`config.mk`:
```
export PLATFORM = sky130hd
export DESIGN_NAME = operand_fetch
export DESIGN_NICKNAME = d
export VERILOG_FILES = /design/src/rtl/operand_fetch.sv
export SDC_FILE = /design/constraint.sdc
export NUM_CORES = 1
export LEC_CHECK = 0
export BUFFER_PORTS_ARGS = -buffer_cell sky130_fd_sc_hd__buf_2
export CORE_ASPECT_RATIO = 0.9
export CORE_MARGIN = 5
export CORE_UTILIZATION = 45
export DETAILED_ROUTE_END_ITERATION = 7
export PLACE_DENSITY = 0.76
export SLEW_MARGIN = 20
export SYNTH_ARGS = -nofsm -noshare
export SYNTH_HDL_FRONTEND = slang
export SYNTH_SLANG_ARGS = --single-unit
export TNS_END_PERCENT = 30
```
`constraint.sdc`:
```
create_clock -name clk -period 2.6 [get_ports clk]
set_clock_uncertainty 0.2 [all_clocks]
set_input_delay 0.26 -clock clk [delete_from_list [all_inputs] [get_ports clk]]
set_output_delay 0.26 -clock clk [all_outputs]
set_load 0.03 [all_outputs]
```
`src/rtl/operand_fetch.sv`:
```
// Operand-fetch stage: drives register-file read addresses, bypasses same-cycle
// writeback, stalls on RAW/WAW hazards via a per-register pending scoreboard.
module operand_fetch #(
  parameter int WIDTH_ADDR = 5,
  parameter int WIDTH_DATA = 32,
  parameter int WIDTH_PC   = 32
) (
  input  logic                  clk,
  input  logic                  rst,
  input  logic                  in_valid,
  output logic                  in_ready,
  input  logic [WIDTH_PC-1:0]   in_pc,
  input  logic [WIDTH_ADDR-1:0] in_rs1,
  input  logic [WIDTH_ADDR-1:0] in_rs2,
  input  logic                  in_rs1_en,
  input  logic                  in_rs2_en,
  input  logic [WIDTH_ADDR-1:0] in_rd,
  input  logic                  in_rd_we,
  output logic [WIDTH_ADDR-1:0] rf_rd_addr1,
  output logic [WIDTH_ADDR-1:0] rf_rd_addr2,
  input  logic [WIDTH_DATA-1:0] rf_rd_data1,
  input  logic [WIDTH_DATA-1:0] rf_rd_data2,
  input  logic                  wb_valid,
  input  logic [WIDTH_ADDR-1:0] wb_rd,
  input  logic [WIDTH_DATA-1:0] wb_data,
  output logic                  out_valid,
  input  logic                  out_ready,
  output logic [WIDTH_PC-1:0]   out_pc,
  output logic [WIDTH_DATA-1:0] out_rs1_data,
  output logic [WIDTH_DATA-1:0] out_rs2_data,
  output logic [WIDTH_ADDR-1:0] out_rd,
  output logic                  out_rd_we
);

  localparam int NREG = 1 << WIDTH_ADDR;

  logic [NREG-1:0]       pending_q, pending_d;
  logic                  out_valid_q, out_valid_d;
  logic [WIDTH_PC-1:0]   out_pc_q, out_pc_d;
  logic [WIDTH_DATA-1:0] out_rs1_data_q, out_rs1_data_d;
  logic [WIDTH_DATA-1:0] out_rs2_data_q, out_rs2_data_d;
  logic [WIDTH_ADDR-1:0] out_rd_q, out_rd_d;
  logic                  out_rd_we_q, out_rd_we_d;

  logic                  src1_zero, src2_zero;
  logic                  wb_hit1, wb_hit2, wb_hit_rd;
  logic                  src1_ok, src2_ok, dst_ok;
  logic                  rd_we_eff;
  logic                  hazard, fire;
  logic [WIDTH_DATA-1:0] opnd1, opnd2;

  assign rf_rd_addr1 = in_rs1;
  assign rf_rd_addr2 = in_rs2;

  // Operand resolution and hazard detection. Writeback to the register being
  // read both supplies the data and retires the pending bit this cycle.
  always_comb begin
    src1_zero = !in_rs1_en || (in_rs1 == '0);
    src2_zero = !in_rs2_en || (in_rs2 == '0);
    wb_hit1   = wb_valid && (wb_rd == in_rs1);
    wb_hit2   = wb_valid && (wb_rd == in_rs2);
    wb_hit_rd = wb_valid && (wb_rd == in_rd);
    rd_we_eff = in_rd_we && (in_rd != '0);

    opnd1 = src1_zero ? '0 : (wb_hit1 ? wb_data : rf_rd_data1);
    opnd2 = src2_zero ? '0 : (wb_hit2 ? wb_data : rf_rd_data2);

    src1_ok = src1_zero || !pending_q[in_rs1] || wb_hit1;
    src2_ok = src2_zero || !pending_q[in_rs2] || wb_hit2;
    dst_ok  = !rd_we_eff || !pending_q[in_rd] || wb_hit_rd;
    hazard  = in_valid && !(src1_ok && src2_ok && dst_ok);
  end

  // Handshake: a transfer happens on a cycle where valid && ready are both
  // high at the rising edge; a producer holds its payload while valid && !ready.
  assign in_ready = !rst && !hazard && (!out_valid_q || out_ready);
  assign fire     = in_valid && in_ready;

  // Scoreboard: clear on writeback first, then set for the new writer so a
  // same-index set/clear leaves the bit set.
  always_comb begin
    pending_d = pending_q;
    if (wb_valid && (wb_rd != '0)) begin
      pending_d[wb_rd] = 1'b0;
    end
    if (fire && rd_we_eff) begin
      pending_d[in_rd] = 1'b1;
    end
    pending_d[0] = 1'b0;
  end

  always_comb begin
    out_valid_d    = out_valid_q;
    out_pc_d       = out_pc_q;
    out_rs1_data_d = out_rs1_data_q;
    out_rs2_data_d = out_rs2_data_q;
    out_rd_d       = out_rd_q;
    out_rd_we_d    = out_rd_we_q;
    if (fire) begin
      out_valid_d    = 1'b1;
      out_pc_d       = in_pc;
      out_rs1_data_d = opnd1;
      out_rs2_data_d = opnd2;
      out_rd_d       = in_rd;
      out_rd_we_d    = rd_we_eff;
    end else if (out_ready) begin
      out_valid_d = 1'b0;
    end
  end

  always_ff @(posedge clk) begin
    if (rst) begin
      pending_q      <= '0;
      out_valid_q    <= 1'b0;
      out_pc_q       <= '0;
      out_rs1_data_q <= '0;
      out_rs2_data_q <= '0;
      out_rd_q       <= '0;
      out_rd_we_q    <= 1'b0;
    end else begin
      pending_q      <= pending_d;
      out_valid_q    <= out_valid_d;
      out_pc_q       <= out_pc_d;
      out_rs1_data_q <= out_rs1_data_d;
      out_rs2_data_q <= out_rs2_data_d;
      out_rd_q       <= out_rd_d;
      out_rd_we_q    <= out_rd_we_d;
    end
  end

  assign out_valid    = out_valid_q;
  assign out_pc       = out_pc_q;
  assign out_rs1_data = out_rs1_data_q;
  assign out_rs2_data = out_rs2_data_q;
  assign out_rd       = out_rd_q;
  assign out_rd_we    = out_rd_we_q;

endmodule

```
# Word-level counts from Yosys, hierarchy flattened
# Cells that the tools add are included.
# totals
regBits	135
input_bits	156
out_inout_bits	114
# classes
order_cmp	6
n_eq_ne	3
mux	18
bitwise	3
n_reduce_logical	38
# op_table
op	count
32-bit two-way mux	6
32-bit bitwise AND	1
32-bit NOT	1
32-bit bitwise OR	1
5-bit by 6-bit less-than comparator with 1-bit output, second input constant	4
1-bit binary-select mux with 5-bit select	3
5-bit == test	3
1-bit logical AND	14
1-bit demux with 5-bit select	2
5-bit by 1-bit greater-or-equal comparator with 1-bit output, second input constant	2
1-bit logical NOT	10
5-bit logical NOT	2
5-bit nonzero test	2
1-bit logical OR	9
1-bit two-way mux	7
2-bit nonzero test	1

# Depth between registers and ports, before layout
# depth
word_depth	15
mapped_depth	10
ltp_nobuf	6

# Least setup slack after synthesis
# Ideal clock, no wire load.
# synth_path
path_type	input-to-reg
startpoint	input in_rs2[1]
endpoint	register out_pc_q[0] (netlist: out_pc[0])
arrival_time_ns	2.211
required_ns	2.279
path_slack_ns	0.068
stages	10
path_buffers	4
path_cell_list	buf_2 > buf_6 > mux4_2 > nor2_1 > a311oi_1 > o221ai_2 > nand4_2 > buf_6 > buf_6 > mux2_4
# synth_via
elab_chain_len	13
elab_cells_between_ends	17
classes_between	eq/ne: 1; mux: 2; reduce/logical: 14
# synth_lines
item	line	source
from (decl)	14	input logic [WIDTH_ADDR-1:0] in_rs2,
1-bit binary-select mux with 5-bit select	69	src2_ok = src2_zero || !pending_q[in_rs2] || wb_hit2;
1-bit two-way mux (not written as such)	69	
1-bit logical NOT	69	
1-bit logical OR	69	
1-bit logical OR (*)	69	
1-bit logical AND (*) (2 in a row)	71	hazard = in_valid && !(src1_ok && src2_ok && dst_ok);
1-bit logical NOT (*)	71	
1-bit logical AND (*)	71	
1-bit logical NOT (*)	76	assign in_ready = !rst && !hazard && (!out_valid_q || out_ready);
1-bit logical AND (*) (2 in a row)	76	
1-bit logical AND (*)	77	assign fire = in_valid && in_ready;
to (signal assigned)	123	out_pc_q <= out_pc_d;
to (decl)	39	logic [WIDTH_PC-1:0] out_pc_q, out_pc_d;
# Every way passes the cells marked *; elsewhere a longest branch is shown, timed or not. The select of a mux whose other input is x is not followed.
# A chain may end at the register's enable or synchronous reset.

# Final worst setup path
# layout_path
startpoint	register pending_q[3]
endpoint	output in_ready
# layout_via
elab_chain_len	12
elab_cells_between_ends	22
classes_between	mux: 6; reduce/logical: 16
# layout_lines
item	line	source
from (decl)	37	logic [NREG-1:0] pending_q, pending_d;
from (signal assigned)	121	pending_q <= pending_d;
1-bit binary-select mux with 5-bit select (on tied branches)	68, 69	
1-bit two-way mux (on tied branches)	68, 69	
1-bit logical NOT (on tied branches)	68, 69	
1-bit logical OR (on tied branches) (2 in a row)	68, 69	
1-bit logical AND	71	
1-bit logical AND (*)	71	
1-bit logical NOT (*)	71	
1-bit logical AND (*)	71	
1-bit logical NOT (*)	76	
1-bit logical AND (*) (2 in a row)	76	
to (decl)	11	output logic in_ready,
# Marks and branches as above.

==> results.yml <==
grt:
  grt_max_degree: 75
  grt_busiest_layer: "met2"
  track_usage: 0.235
  met2_usage: 0.386
  grt_pass1_vias: 7270
  grt_pass1_wl_microns: 37700
  use_met3: 0.0736
  antenna_found_initial: 0
  grt_overflow_total: 0
  met1_usage: 0.288
power_and_ir_drop:
  p_comb_frac: 0.188
  p_leak_nw: 4.87
  pwr_density_cell_nw_per_um2: 551
  intPower_mw: 4.31
  p_sw_mw: 1.61
  swShare: 0.272
  peakVddDrop_mv: 0.418
  design_power_total_mw: 5.92
  p_clk_frac: 0.444
  pwr-share-seq: 0.368
yosys:
  syn_area_sq_um: 7850
  ys_seq_area_frac: 0.342
  ys_types: 49
  synthXorXnorAreaFrac: 0.0167
  synth-async-reset-ratio: 0
  yosys.area_share.simple: 0.213
  syn_area_per_cell_sq_um: 9.68
  synth_top_family_by_area: "multiplexers"
  synth_compound_area_frac: 0.0567
  synth.area.mux_share: 0.318
  synth_area_leaders: "dfxtp_1 34%, mux2i_1 10%, nor2b_1 9.3%"
  synth_flop_cell: "dfxtp_1"
  ys_warn_count: 0
  synth_top_area_share: 0.342
  yosysTopAreaCell: "dfxtp_1"
  ys_seq_elements: 134
  synth-edff-count: 0
  synth-adder-area-share: 0
  synth_cells: 811
  synth_nets: 967
floorplanning:
  initial_utilization: 0.462
  die_h_microns: 135
  io_pins: 270
  dieArea_sq_um: 20200
  fp.dieW_microns: 149
  num_rows: 45
  core-area_sq_um: 17000
timing:
  max_freq_mhz: 366
  hold_viol_final: 0
  timing.final.crit_share: 1.05
  finalSetupViolations: 104
  tightest_slew_ns: 0.777
  rsz0062_at_grt: "true"
  slew_viol_final: 0
  setup_ws_ns: -0.135
  finalCriticalPeriod_ns: 2.74
  relSlewSlack: 0.482
setup_path:
  worst-endpoint-arrival_ns: 2.28
  rr_startpoint: "pending_q[3]"
  endpoint: "in_ready"
  critPathLaunchType: "register"
  critical_path.max_stage_delay_ns: 0.36
  critPathLaunch: "pending_q[3]"
  path_cells: "mux2_1 > a221oi_2 > o32ai_1 > o21ai_2 > nand3_2 > a21oi_1 > buf_4"
  setup.worst_path.end_class: "output port"
  critPathSlowestCell: "dfxtp_1"
  required_ns: 2.14
  worstSetupPathType: "register to output port"
  reg2reg_depth: 9
  path_max_fanout: 4
  r2r_slack_ns: -0.12
  reg2reg_to: "out_rd[1]"
place:
  hpwl_microns: 17500
  io_buffers: 269
  place_ws_ns: -0.182
  routabilityCongestion: 0.952
routing:
  vias_per_cell: 5.34
  drtAntennaViolNets: 0
  detail_route.first_pass.iterations: 5
  vias: 7268
  drc: 0
  drt_iter0_markers: 398
  routedWlPerCell_microns: 18.8
  wl_microns: 25600
clock_network:
  insertion_delay_ns: 0.41
  clkTransAtPathRegs_ns: 0.06
  cts_max_level: 4
  cts_max_path_buffers: 2
  cts_made_buffers: 17
  root_buffer: "clkbuf_16"
  tritoncts: "yes"
  cts_sinks: 134
run:
  drv_cap: 0
outcome:
  outcome: "finished with violations"
  violations: "negative setup slack"
finish:
  final_util: 0.632
  nets: 1267
  drive_gt1_frac: 0.440
  syn_to_final_growth_pct: 36.9
hold_path:
  min_path_cells: 4
  hold_class: "input port to register"
## layer usage
layer  up-vias  routed length [microns]
met5         -                        0
met4         0                      748
met3        68                     2430
met2       371                    12200
met1      3433                    10200
li1       3396                        -
## cell families after synthesis
group,after synthesis
mux,200
xor+xnor,15
compound gates,73
buf+inv,80
simple gates,309
flops,134
## worst min path at each step
stage / startpoint / endpoint
final: rf_rd_data2[28] / out_rs2_data[28]
after global routing: rf_rd_data1[22] / out_rs1_data[22]
after CTS: rf_rd_data2[28] / out_rs2_data[28]
after detailed placement: out_rd[4] / out_rd[4]
after global placement: out_rd[4] / out_rd[4]
after floorplan: in_pc[0] / out_pc[0]
## power groups by stage
| stage | clock, mW | sequential (mW) | combinational (mW) |
|---|---|---|---|
| 6_report | 2.63 | 2.18 | 1.11 |
| 5_1_grt | 2.75 | 2.19 | 1.18 |
| 4_1_cts | 2.66 | 2.18 | 1.06 |
| 3_5_place_dp | 0 | 2.22 | 1.02 |
| 3_3_place_gp | 0 | 2.22 | 1.00 |
| 2_1_floorplan | 0 | 2.38 | 0.499 |
## registers in the layout (all words and copies together) (netlist names)
name	flops
out_pc	32
out_rd	5
out_rd_we	1
out_rs1_data	32
out_rs2_data	32
out_valid	1
pending_q	31
## area by class of cell
cell class	instances	area, sq um
inverter	5	18.8
multi-input combinational	597	4770
sequential	134	2700
clock buffer	19	453
antenna	3	7.51
clock inverter	13	193
fill	1407	6260
tap	235	294
timing repair buffer	356	2310
## worst max-delay path, delay by kind of cell (launching register included)
kind,cells,cell delay (ns)
flip-flops,1,0.36
multiplexers,1,0.33
AO/OA/AOI/OAI,4,0.84
buffers and inverters,1,0.18
AND/OR/NAND/NOR,1,0.15
## repair_timing
item	CTS	global route
buffers inserted	0	4
gates resized for setup	4	13
endpoints found under the setup margin	1	68
gates cloned	0	5
hold buffers	37	0
pin swaps	3	4
hold endpoints to repair	37	0
## cells in the final DEF (no fill, tap or decap), drive strengths merged, types with 2 or more instances in the layout
cell type,instances
dfxtp,134
nor2b,117
inv,8
a211oi,2
bufinv,4
nor3,5
xor2,12
o221ai,3
nor4,4
mux2,105
nor2,75
or4,2
nor3b,4
mux4,16
mux2i,79
o21ai,47
nand3,9
xnor2,3
nand2b,13
o31ai,6
clkinvlp,2
nand3b,20
or2,6
buf,315
nand4,3
o211ai,2
or3,3
nand2,42
a31oi,4
diode,3
clkinv,4
clkbuf,23
and3,3
a21oi,2
dlygate4sd3,37
## synthesized netlist by cell type, types with 3 or more instances
cell type	instances
or3_1	3
buf_4	11
nor3_1	5
nor4_1	4
nor2_1	75
clkbuf_1	38
mux2i_1	79
mux2_4	44
nand3b_1	20
o21ai_0	44
nand2b_1	13
buf_2	17
xor2_1	12
buf_6	8
nand2_1	42
o31ai_1	6
mux4_2	16
mux2_2	59
nand3_1	9
inv_1	5
or2_2	6
nor2b_1	117
nor3b_1	4
dfxtp_1	134
xnor2_1	3
a31oi_1	4
and3_1	3
## metrics by stage
stage | hold slack, ns | setup TNS [ns] | instances | area, sq um
floorplan | 0.203 | 0 | 811 | 7850
global placement | 0.264 | -15.15 | 1281 | 9520
detailed placement | 0.270 | -14.12 | 1281 | 9520
CTS | 0.000389 | -0.172 | 1350 | 10500
global route | 0.0109 | -11.50 | 1359 | 10700
finish | 0.0175 | -8.16 | 1362 | 10700
Note: power is estimated with default switching activity, not from simulation.
